**config.mk**
```make
export PLATFORM = sky130hd
export DESIGN_NAME = fifo_stream_out
export DESIGN_NICKNAME = d
export VERILOG_FILES = /design/src/rtl/fifo_pkg.sv /design/src/rtl/fifo_stream_out_skid_buf2.sv /design/src/rtl/fifo_stream_out.sv
export SDC_FILE = /design/constraint.sdc
export NUM_CORES = 1
export LEC_CHECK = 0
export CORE_ASPECT_RATIO = 0.8
export CORE_MARGIN = 2
export CORE_UTILIZATION = 53
export DETAILED_ROUTE_END_ITERATION = 10
export PLACE_DENSITY_LB_ADDON = 0.12
export SLEW_MARGIN = 20
export SYNTH_ARGS = -nofsm -noshare
export SYNTH_HDL_FRONTEND = slang
export SYNTH_HIERARCHICAL = 1
export SYNTH_SLANG_ARGS = --single-unit
```
**constraint.sdc**
```tcl
create_clock -name i_clk -period 4.65 [get_ports i_clk]
set_clock_uncertainty 0.05 [all_clocks]
set_input_delay 1.1625 -clock i_clk [delete_from_list [all_inputs] [get_ports i_clk]]
set_output_delay 1.1625 -clock i_clk [all_outputs]
set_load 0.02 [all_outputs]
```
**src/rtl/fifo_pkg.sv**
```systemverilog
// Shared width helpers and buffer fill encoding for the synchronous FIFO and
// its stream-side adapters, so every block sizes counters identically.
package fifo_pkg;

  typedef enum logic [1:0] {
    FILL_EMPTY = 2'd0,
    FILL_ONE   = 2'd1,
    FILL_TWO   = 2'd2
  } fill_e;

  function automatic int clog2(input int value);
    int r;
    r = 0;
    for (int i = 0; i < 31; i++) begin
      if (((value - 1) >> i) != 0) begin
        r = i + 1;
      end else begin
        r = r;
      end
    end
    return r;
  endfunction

  // A single-beat packet still needs a one-bit beat counter.
  function automatic int beat_width(input int pkt_len);
    int w;
    w = clog2(pkt_len);
    if (w < 1) begin
      w = 1;
    end else begin
      w = w;
    end
    return w;
  endfunction

endpackage

```
**src/rtl/fifo_stream_out_skid_buf2.sv**
```systemverilog
// Two-entry registered output buffer: e0 is the presented head, e1 catches the
// word that was already in flight when downstream stalled.
module skid_buf2
  import fifo_pkg::*;
#(
  parameter int unsigned WIDTH = 16
) (
  input  logic             clk,
  input  logic             rst_n,
  input  logic             clear,
  input  logic             push,
  input  logic [WIDTH-1:0] din,
  output logic             full_n,
  output logic             valid,
  output logic [WIDTH-1:0] dout,
  input  logic             ready
);

  fill_e            count_q, count_d;
  logic [WIDTH-1:0] e0_q, e0_d;
  logic [WIDTH-1:0] e1_q, e1_d;
  logic             acc;

  assign valid  = (count_q != FILL_EMPTY);
  assign full_n = (count_q != FILL_TWO);
  assign dout   = e0_q;
  assign acc    = valid && ready;

  // Next fill level and entry contents; push is never asserted while full.
  always_comb begin
    count_d = count_q;
    e0_d    = e0_q;
    e1_d    = e1_q;
    if (clear) begin
      count_d = FILL_EMPTY;
      e0_d    = {WIDTH{1'b0}};
      e1_d    = {WIDTH{1'b0}};
    end else begin
      case (count_q)
        FILL_EMPTY: begin
          if (push) begin
            e0_d    = din;
            count_d = FILL_ONE;
          end else begin
            count_d = FILL_EMPTY;
          end
        end
        FILL_ONE: begin
          if (push && acc) begin
            e0_d    = din;
            count_d = FILL_ONE;
          end else if (push) begin
            e1_d    = din;
            count_d = FILL_TWO;
          end else if (acc) begin
            count_d = FILL_EMPTY;
          end else begin
            count_d = FILL_ONE;
          end
        end
        FILL_TWO: begin
          if (acc) begin
            e0_d    = e1_q;
            count_d = FILL_ONE;
          end else begin
            count_d = FILL_TWO;
          end
        end
        default: begin
          count_d = FILL_EMPTY;
          e0_d    = {WIDTH{1'b0}};
          e1_d    = {WIDTH{1'b0}};
        end
      endcase
    end
  end

  // Buffer state registers with synchronous active-low reset.
  always_ff @(posedge clk) begin
    if (!rst_n) begin
      count_q <= FILL_EMPTY;
      e0_q    <= {WIDTH{1'b0}};
      e1_q    <= {WIDTH{1'b0}};
    end else begin
      count_q <= count_d;
      e0_q    <= e0_d;
      e1_q    <= e1_d;
    end
  end

endmodule

```
**src/rtl/fifo_stream_out.sv**
```systemverilog
// Pop-side FIFO adapter: registered valid/ready stream with fixed-length packet
// framing; the pop strobe depends only on registered fill and FIFO/flush flags.
module fifo_stream_out
  import fifo_pkg::*;
#(
  parameter int unsigned WIDTH   = 16,
  parameter int unsigned PKT_LEN = 4
) (
  input  logic             i_clk,
  input  logic             i_rst_n,
  input  logic             i_flush,
  input  logic [WIDTH-1:0] i_fifo_rdata,
  input  logic             i_fifo_not_empty,
  output logic             o_fifo_pop,
  output logic             o_valid,
  output logic [WIDTH-1:0] o_data,
  output logic             o_last,
  input  logic             i_ready
);

  localparam int                BEAT_W    = beat_width(int'(PKT_LEN));
  localparam logic [BEAT_W-1:0] BEAT_LAST = BEAT_W'(PKT_LEN - 1);

  logic              full_n;
  logic              pop;
  logic              acc;
  logic [BEAT_W-1:0] beat_q, beat_d;

  assign pop        = i_rst_n && !i_flush && i_fifo_not_empty && full_n;
  assign o_fifo_pop = pop;
  assign acc        = o_valid && i_ready;

  skid_buf2 #(
    .WIDTH(WIDTH)
  ) u_buf (
    .clk   (i_clk),
    .rst_n (i_rst_n),
    .clear (i_flush),
    .push  (pop),
    .din   (i_fifo_rdata),
    .full_n(full_n),
    .valid (o_valid),
    .dout  (o_data),
    .ready (i_ready)
  );

  // Beat index of the presented word; a beat offered during flush is dropped.
  always_comb begin
    beat_d = beat_q;
    if (i_flush) begin
      beat_d = {BEAT_W{1'b0}};
    end else if (acc) begin
      if (beat_q == BEAT_LAST) begin
        beat_d = {BEAT_W{1'b0}};
      end else begin
        beat_d = beat_q + BEAT_W'(1);
      end
    end else begin
      beat_d = beat_q;
    end
  end

  // Beat counter register.
  always_ff @(posedge i_clk) begin
    if (!i_rst_n) begin
      beat_q <= {BEAT_W{1'b0}};
    end else begin
      beat_q <= beat_d;
    end
  end

  assign o_last = o_valid && (beat_q == BEAT_LAST);

endmodule

```
======== Word level (Yosys, flattened, before mapping) ========
Index checks and enable logic that the tools add are counted.
word-level totals
  input bits .............................. 21
  output and inout port bits .............. 19
  bits in registers ....................... 36
  word-level logic and storage cells ...... 42
operators by class
  reductions and logical operators ........ 13
  mux-type cells .......................... 13
  $add $sub $neg .......................... 1
  bitwise operators ....................... 2
  eq/ne operators ......................... 9
operators by type and width
  operator                                                                  number
  16-bit 2-to-1 mux                                                         4
  16-bit one-hot mux with 3 select lines                                    1
  16-bit one-hot mux with 2 select lines                                    1
  2-bit 2-to-1 mux                                                          4
  2-bit by 1-bit inequality test with 1-bit output (second input constant)  4
  1-bit logical AND                                                         6
  2-bit one-hot mux with 3 select lines                                     1
  3-bit AND reduction                                                       2
  2-bit == test (second input constant)                                     2
  2-bit inequality test (second input constant)                             2
  2-bit OR reduction                                                        2
  2-bit by 1-bit adder with 2-bit output (second input constant)            1
  2-bit by 1-bit == test with 1-bit output (second input constant)          1
  2-bit zero test                                                           1
  1-bit 2-to-1 mux                                                          2
  1-bit NOT                                                                 2
  2-bit nonzero test                                                        1
  1-bit zero test                                                           1

======== Depth between registers and ports, before layout ========
  depth after elaboration ................. 7
  depth in mapped cells ................... 9
  gate-level depth less buffers ........... 7

======== By module ========
The synthesis kept the hierarchy.
modules (own cells, without submodules)
  module           area each (sq um)  cells an instance  times used
  skid_buf2        1594.0             170                1
  fifo_stream_out  118.9              13                 1

======== Worst setup path before layout ========
No wires, ideal clock.
  path type ............................... input to output
  from .................................... input port i_flush
  to ...................................... output port o_fifo_pop
  path buffers ............................ 0
  slack ................................... 1.644 ns
  arrival time ............................ 1.793 ns
  cell stages on the path ................. 2
  data required time ...................... 3.438 ns
  cells stage by stage .................... nand2b_1 nor2_1
between the ends
  word-level cells in the longest chain between the ends .. 4
ends and longest elaborated chain
  item                             line                   source
  start, declared                  fifo_stream_out.sv:11  input logic i_flush,
  1-bit zero test                  fifo_stream_out.sv:29  assign pop = i_rst_n && !i_flush && i_fifo_not_empty && full_n;
  1-bit logical AND (3 in series)  fifo_stream_out.sv:29
  end, declared                    fifo_stream_out.sv:14  output logic o_fifo_pop,
No other way between the ends.

======== Worst setup path after layout ========
Ends and elaborated chain as after synthesis.

==> results.py <==
metrics = {
    "cts": {
        "cts.repair.resized": 0,
        "clkLatencyLatePin_ns": 0.30,
        "cts_root_buf": "clkbuf_8",
        "postCtsSetupBuffers": 0,
        "tritoncts": "built",
        "numCtsBuffers": 5,
        "cts_max_path_buffers": 2,
        "cts_hold_buf": 0,
        "cts_max_level": 2,
        "cts_sinks": 36,
        "clk_pin_slew_worst_paths_ns": 0.06,
    },
    "die": {
        "fp.dieArea_um2": 3710,
        "die_y_um": 54.8,
        "core-area_um2": 3090,
        "initial_utilization_pct": 55.5,
        "die_w_um": 67.6,
        "ioPinCount": 40,
        "num_rows": 18,
    },
    "finish": {
        "n_antenna_cell": 0,
        "area_delta_synth_final_pct": 26.7,
        "final_util_pct": 70.4,
        "drive_gt1_share_pct": 8.80,
        "final_area_um2": 2170,
        "stdcell_count": 256,
        "nets": 239,
    },
    "logic_synthesis": {
        "post_synth_inst_count": 183,
        "avgSynthCellArea_um2": 9.36,
        "ys_ff_latch": 36,
        "syn_nets": 206,
        "yosysWarnings": 6,
        "syn-cell-area_um2": 1710,
        "yosysSeqAreaShare_pct": 42.1,
        "synth_cell_type_count": 22,
    },
    "route": {
        "wl_per_cell_um": 16.7,
        "drt_wl_total_mm": 4.28,
        "vias": 1559,
        "dr.pass1.iters": 4,
        "vias_per_cell": 6.09,
        "ant_nets": 0,
        "drtIter0Drc": 130,
        "drcViolationCount": 0,
    },
    "setup_path": {
        "crit_path_end_kind": "output pin",
        "worstPathMaxFanout": 7,
        "r2r_start": "u_buf/count_q[0]",
        "cp-start-kind": "input port",
        "r2r_cells": 8,
        "cp_data_arrival_time_ns": 2.80,
        "r2r_end": "u_buf/e1_q[10]",
        "crit_required_ns": 3.44,
        "critical_path_class": "in2out",
        "r2r_slack_ns": 2.17,
    },
    "power_and_ir_drop": {
        "power_frac_clock_pct": 35.2,
        "swShare_pct": 24.1,
        "power_switching_w": 0.000142,
        "ir_drop_mv": 0.203,
        "p_leak_nw": 0.683,
        "power_density_nw_per_um2": 271,
        "power_frac_comb_pct": 11.3,
        "intPower_w": 0.000446,
        "seq_power_share_pct": 53.4,
    },
    "placement": {
        "hpwl_mm": 2.72,
        "globalplace.congestion": 0.728,
        "dpl_cell_area_um2": 2090,
        "dp_cells": 249,
        "port_buffers": 39,
    },
    "timing": {
        "period_minus_slack_ns": 4.01,
        "fin_setup_tns_ns": 0,
        "period_share_pct": 86.3,
        "setup_viol": 0,
        "fmax_mhz": 249,
        "slew_violations": 0,
        "worstMarginPinSlew_ns": 0.861,
        "hold-worst-slack_ns": 0.411,
        "rsz0062_at_grt": "no",
        "hold_viol_final": 0,
        "relSlewSlack_pct": 42.6,
    },
    "flow_run": {
        "max_cap_violations": 0,
    },
    "grt": {
        "grt_pass1_vias": 1464,
        "grt_max_degree": 24,
        "grt_overflow": 0,
        "antenna_found_initial": 0,
        "groute.usage.overall_pct": 25.2,
        "grt_pass1_wl_mm": 6.61,
    },
    "worst_hold_path": {
        "hp-class": "reg2reg",
        "hold_end": "u_buf/dout[2]",
        "min_from": "u_buf/dout[2]",
        "hold_depth": 2,
    },
    "status": {
        "outcome": "finished, final reports clean",
    },
}
final cells by class:
| class | count | area [um^2] |
|---|---|---|
| multi-input combinational | 114 | 846 |
| clock buffer | 6 | 72.6 |
| tap | 40 | 50.0 |
| inverter | 17 | 63.8 |
| fill | 238 | 915 |
| sequential | 36 | 721 |
| clock inverter | 1 | 5.00 |
| timing repair buffer | 42 | 413 |
sequential cells by signal, indices dropped and copies added, names as in the netlist:
signal	cells
beat_q	2
u_buf/dout	16
u_buf/e1_q	16
u_buf/count_q	2
routing by layer:
layer  track usage [%]  routed length, um  vias to the layer above
li1                  -                  -                      749
met1              29.2               1820                      728
met2              43.3               2050                       70
met3              5.35                277                       12
met4              15.0                123                        0
met5                 0                  0                        -
metrics by stage:
step	power [W]	worst slack [ns]
detailed placement	0.000387	0.639
finish	0.000587	0.636
global placement	0.000385	0.674
global route	0.000611	0.568
floorplan	0.000353	1.64
CTS	0.000594	0.627
power by group through the flow:
stage          combinational (W)  clock (W)  sequential [W]
3_5_place_dp           0.0000662          0        0.000321
5_1_grt                0.0000718   0.000225        0.000314
2_1_floorplan          0.0000282          0        0.000325
3_3_place_gp           0.0000647          0        0.000320
4_1_cts                0.0000667   0.000213        0.000314
6_report               0.0000666   0.000207        0.000314
Yosys cell counts:
cell	number	share of area (%)
nand3_1	1	0.29
a221oi_1	6	3.1
buf_2	6	1.8
dfxtp_1	36	42
or2_1	1	0.37
o21ai_1	1	0.29
nand2_1	5	1.1
a221oi_2	10	8.8
nor2_1	21	4.6
ha_1	2	1.5
nand2b_1	5	1.8
inv_1	17	3.7
a21bo_1	2	1.2
nand4bb_1	1	0.66
o21bai_1	16	7.0
a21oi_1	6	1.8
buf_6	2	1.3
and2_1	2	0.73
a22oi_1	16	7.0
nor2b_1	3	1.1
clkbuf_1	8	1.8
o221ai_1	16	8.2
kinds of logic after synthesis:
logic type	Yosys count	synth area share, %
AO/OA/AOI/OAI	73	37.3
AND/OR/NAND/NOR	39	10.7
flip-flops	36	42.1
buffers and inverters	33	8.55
adder cells (fa/ha/maj)	2	1.46
worst max path at each step:
stage          depth (start not counted)     from  slack (ns)    endpoint
6_report                               4  i_flush        0.64  o_fifo_pop
5_1_grt                                4  i_flush        0.57  o_fifo_pop
4_1_cts                                4  i_flush        0.63  o_fifo_pop
3_5_place_dp                           4  i_flush        0.64  o_fifo_pop
3_3_place_gp                           4  i_flush        0.67  o_fifo_pop
2_1_floorplan                          2  i_flush        1.64  o_fifo_pop
layout by cell type (no fill, tap or decap):
cell type and count:
o21ai_1 1, clkbuf_8 5, o221ai_1 16, nor2b_1 3, a221oi_1 6, o21bai_1 16, clkbuf_1 1, a221oi_2 10
clkinv_2 1, or2_1 1, nand4bb_1 1, clkdlybuf4s50_1 39, nand3_1 1, a22oi_1 16, and2_1 2, a21bo_1 2
ha_1 2, a21oi_1 6, dfxtp_1 36, nor2_1 21, nand2_1 5, nand2b_1 5, buf_4 3, inv_1 17
worst max-delay path, stage by stage:
cell and delay [ns]:
clkdlybuf4s50_1 0.43, nand2b_1 0.18, nor2_1 0.34, clkdlybuf4s50_1 0.68
(Power assumes the default switching activity.)
